`src/rtl/clk_div_bank.sv`:
```
// Bank of independent programmable clock-enable dividers. Each channel produces a
// tick strobe and a square-wave enable, with glitch-free divisor updates at period boundaries.
module clk_div_bank #(
    parameter int CHANNELS  = 3,
    parameter int CNT_W     = 16,
    parameter int DIV_RESET = 16
) (
    input  logic                clk,
    input  logic                rst,
    input  logic                lock,
    input  logic [CHANNELS-1:0] en,
    input  logic                wr_en,
    input  logic [2:0]          wr_ch,
    input  logic [CNT_W-1:0]    wr_div,
    output logic [CHANNELS-1:0] tick,
    output logic [CHANNELS-1:0] clk_out,
    output logic [CHANNELS-1:0] pending
);

    for (genvar gi = 0; gi < CHANNELS; gi++) begin : g_ch
        logic [CNT_W-1:0] cnt_q, cnt_d;
        logic [CNT_W-1:0] div_q, div_d;
        logic [CNT_W-1:0] shd_q, shd_d;
        logic             pend_q, pend_d;
        logic             tick_q, tick_d;
        logic             clko_q, clko_d;
        logic [CNT_W-1:0] div_eff;
        logic             run;
        logic             wrap;
        logic             wr_hit;

        always_comb begin
            div_eff = (div_q == '0) ? CNT_W'(1) : div_q;
            run     = lock & en[gi];
            wrap    = (cnt_q >= div_eff - CNT_W'(1));
            // Out-of-range channel indices never match any gi, so they are dropped here.
            wr_hit  = wr_en && (wr_ch == 3'(gi));

            cnt_d  = cnt_q;
            div_d  = div_q;
            shd_d  = shd_q;
            pend_d = pend_q;
            tick_d = 1'b0;
            clko_d = 1'b0;

            if (run) begin
                cnt_d  = wrap ? '0 : cnt_q + CNT_W'(1);
                tick_d = wrap;
                clko_d = (cnt_q < (div_eff >> 1));
                if (wrap && pend_q) begin
                    div_d  = shd_q;
                    pend_d = 1'b0;
                end
            end else begin
                cnt_d = '0;
                if (pend_q) begin
                    div_d  = shd_q;
                    pend_d = 1'b0;
                end
            end

            // A write in the same cycle as an apply re-arms pending for the next boundary.
            if (wr_hit) begin
                shd_d  = wr_div;
                pend_d = 1'b1;
            end
        end

        always_ff @(posedge clk) begin
            if (rst) begin
                cnt_q  <= '0;
                div_q  <= CNT_W'(DIV_RESET);
                shd_q  <= CNT_W'(DIV_RESET);
                pend_q <= 1'b0;
                tick_q <= 1'b0;
                clko_q <= 1'b0;
            end else begin
                cnt_q  <= cnt_d;
                div_q  <= div_d;
                shd_q  <= shd_d;
                pend_q <= pend_d;
                tick_q <= tick_d;
                clko_q <= clko_d;
            end
        end

        assign tick[gi]    = tick_q;
        assign clk_out[gi] = clko_q;
        assign pending[gi] = pend_q;
    end

endmodule
```
`config.mk`:
```
export PLATFORM = sky130hd
export DESIGN_NAME = clk_div_bank
export DESIGN_NICKNAME = d
export VERILOG_FILES = /design/src/rtl/clk_div_bank.sv
export SDC_FILE = /design/constraint.sdc
export NUM_CORES = 1
export LEC_CHECK = 0
export BUFFER_PORTS_ARGS = -buffer_cell sky130_fd_sc_hd__clkbuf_2
export CELL_PAD_IN_SITES_DETAIL_PLACEMENT = 1
export CELL_PAD_IN_SITES_GLOBAL_PLACEMENT = 1
export CORE_ASPECT_RATIO = 1.75
export CORE_MARGIN = 2
export CORE_UTILIZATION = 35
export DETAILED_ROUTE_END_ITERATION = 10
export MAX_ROUTING_LAYER = met4
export PLACE_DENSITY_LB_ADDON = 0.1
export SETUP_SLACK_MARGIN = 0.02
export SYNTH_ARGS = -nofsm -noshare
export SYNTH_HDL_FRONTEND = slang
export SYNTH_SLANG_ARGS = --single-unit
```
`constraint.sdc`:
```
create_clock -name clk -period 6.1 [get_ports clk]
set_input_delay 1.525 -clock clk [delete_from_list [all_inputs] [get_ports clk]]
set_output_delay 1.525 -clock clk [all_outputs]
set_load 0.03 [all_outputs]
```
==> impl_metrics.yaml <==
run_status:
  outcome: "completed"
route:
  wl_per_cell_um: 17.4
  postRouteAntennaNets: 0
  drc: 0
  num_vias: 7160
  wl_um: 23900
  dr.pass1.iters: 4
  viasPerCell: 5.20
  drt_iter0_drc: 261
clocking:
  clkLatencyLatePin_ps: 450
  clk_pin_slew_ps: 60
  clk_path_buf_depth: 2
  postCtsSetupRepairBufs: 0
  tritoncts: "done"
  htreeDepth: 4
  cts_num_sinks: 153
  post_cts_resized: 0
  cts_hold_repair.buffers: 0
  cts_root_buf: "clkbuf_16"
  cts_buffers: 17
pwr:
  peakVddDrop_uv: 193
  p_seq_share_pct: 45.7
  pwr-share-clk_pct: 50.1
  p_per_area_nw_per_um2: 231
  p_switching_uw: 522
  combinationalPowerShare_pct: 4.2
  cellInternalPower_uw: 1700
  leakagePower_uw: 0.00373
  swShare_pct: 23.5
final_layout:
  n_fill_cell: 2907
  antennaDiodeCount: 0
  drive_gt1_share_pct: 7.52
  area_growth_pct: 11.4
  nNetsFinal: 1173
  stdcell_area_um2: 9620
sta:
  grt_setup_unrepaired: "no"
  relSlewSlack_pct: 23.9
  setup_viol: 0
  tightest_slew_ps: 1140
  final.setup.tns_ps: 0
  fin_crit_sh_pct: 77.6
  slew_viol_final: 0
  hold_viol_final: 0
  fin_skew_ps: 10.3
  layout_min_cycle_time_ps: 4740
  fmax_mhz: 211
synth:
  yosys.area.top_type_share_pct: 35.5
  syn_nets: 1166
  synthDistinctLibCells: 51
  yosys_register_bits: 153
  yosys.cell_count.top_type: "nand2_1"
  syn_area_um2: 8630
  synth-seq-area-share_pct: 35.5
  synth_edf_count: 0
  avgSynthCellArea_um2: 8.27
  syn_inst: 1044
  synth_ff_type: "dfxtp_1"
  synth_top_cell_by_area: "dfxtp_1"
  yosys_warnings: 0
  async_reset_ff_share_pct: 0
  ys_top_cells_by_count: "nand2_1 (179), dfxtp_1 (153), ha_1 (96)"
  yosys-top-cells-area: "dfxtp_1 (35%), ha_1 (14%), nand2_1 (7.8%)"
floorplan:
  die_area_um2: 26000
  initial_utilization_pct: 35.3
  core_area_um2: 24400
  die_w_um: 123
  die_h_um: 212
  pin_count: 35
  rows: 76
min_path:
  hold_path.class: "flop to flop"
place:
  io_buffers: 34
  placed_area_um2: 9010
  place_congestion: 0.812
  hpwlAfterDp_um: 18700
global_route:
  grt_max_degree: 68
  grt_pass1_wl_um: 40000
  grt.overflow.total: 0
  grt_pass1_vias: 7714
  grtUsageTotal_pct: 20.6
  antenna_found_initial: 0
critical_path:
  slowest_delay_ps: 600
  cp-end-kind: "flop"
  startpoint_type: "flop"
  path_max_fanout: 17
  critPathSlowestCell: "nand3_1"
  critical_path.top_delay_family: "simple AND/OR/NAND/NOR gates"
  cp_cell_sequence: "or4_4 > or3_4 > nor3b_4 > a41oi_1 > ha_1 > nand3_1 > nor3_1 > nand2_1 > nor2_1 > xnor2_1 > ha_1 > o21a_1 > a21oi_1 > o211ai_1 > o21ai_1 > nand3_1 > o22ai_1"
  path_buf_inv: 0
  crit_required_ps: 6460
  crit_type: "flop to flop"
  critPathArrivalTime_ps: 5090
  rrSetupSlack_ps: 1360
flow_run:
  cap_violations: 0
[worst paths after layout]
path                                       start          endpoint  depth (start not counted)
worst max-delay path            g_ch[2].div_q[9]    g_ch[2].pend_q                         17
worst min-delay path            g_ch[2].shd_q[3]  g_ch[2].shd_q[3]                          2
worst max register to register  g_ch[2].div_q[9]    g_ch[2].pend_q                         17
worst min register to register  g_ch[2].shd_q[3]  g_ch[2].shd_q[3]                          2
[power by group through the flow]
| stage | clock network [µW] | registers, µW | logic, µW |
|---|---|---|---|
| 2_1_floorplan | 0 | 1040 | 60.9 |
| 4_1_cts | 1140 | 1020 | 97.3 |
| 6_report | 1110 | 1020 | 94.4 |
| 5_1_grt | 1190 | 1020 | 107 |
| 3_3_place_gp | 0 | 1040 | 95.8 |
| 3_5_place_dp | 0 | 1040 | 97.0 |
[cells by family (layout without fill, tap and decap cells)]
group,Yosys count,after routing,synth area share [%]
xor+xnor,73,73,7.50
flops,153,153,35.5
mux,19,19,2.20
simple gates,380,380,19.8
fa+ha+maj,96,96,13.9
buf+inv,118,138,5.64
compound gates,205,205,15.4
[worst min-delay path: stages (launching register included)]
cell and delay, ps:
dfxtp_1 310, nand2_1 50, a21oi_1 50
[metrics by stage]
stage          util [%]  cells  hold slack [ps]  setup WS, ps  power (µW)
6_report           39.4   1376              457          1360        2220
4_1_cts            39.4   1376              460          1250        2260
2_1_floorplan         -   1044              430          2070        1100
3_3_place_gp       36.9   1344              445          1280        1130
5_1_grt            39.4   1376              476           901        2310
3_5_place_dp       36.9   1344              450          1270        1140
[placed cells by master (no fill, tap or decap), types with 8 or more instances in the layout]
cell	Yosys	layout
and3_1	14	14
inv_1	63	62
clkbuf_16	0	17
xor2_1	28	28
ha_1	96	96
nor2_1	88	88
nor3_1	17	17
mux2i_1	19	19
nand3_1	24	24
buf_4	10	9
nand4_1	14	14
a21o_1	8	8
nand2_1	179	179
a21oi_1	86	86
or3_1	8	8
clkbuf_2	0	33
nor4_1	10	10
xnor2_1	44	44
o21ai_0	15	15
dfxtp_1	153	153
o31ai_1	29	29
o2111ai_1	31	31
[flip-flops by register name, summed over array words and instances (netlist names)]
signal / cells
g_ch.clko_q: 3
g_ch.shd_q: 48
g_ch.div_q: 48
g_ch.pend_q: 3
g_ch.cnt_q: 48
g_ch.tick_q: 3
[layer usage]
| metal | routed length (µm) | global-route usage (%) | vias up |
|---|---|---|---|
| met5 | 0 | - | - |
| met4 | 620 | 7.17 | 0 |
| met3 | 616 | 4.66 | 31 |
| met2 | 13500 | 39.0 | 52 |
| met1 | 9170 | 20.0 | 3427 |
| li1 | - | - | 3650 |
[cell type report]
class	count	area, µm²	share of cell area [%]
flip-flops and latches	153	3060	31.9
clock inverters	10	144	1.50
clock buffers	22	464	4.83
well taps	312	390	4.06
multi-input cells	773	5080	52.8
inverters	63	236	2.46
repair buffers	43	238	2.47
Note: power is estimated with default switching activity, not from simulation.
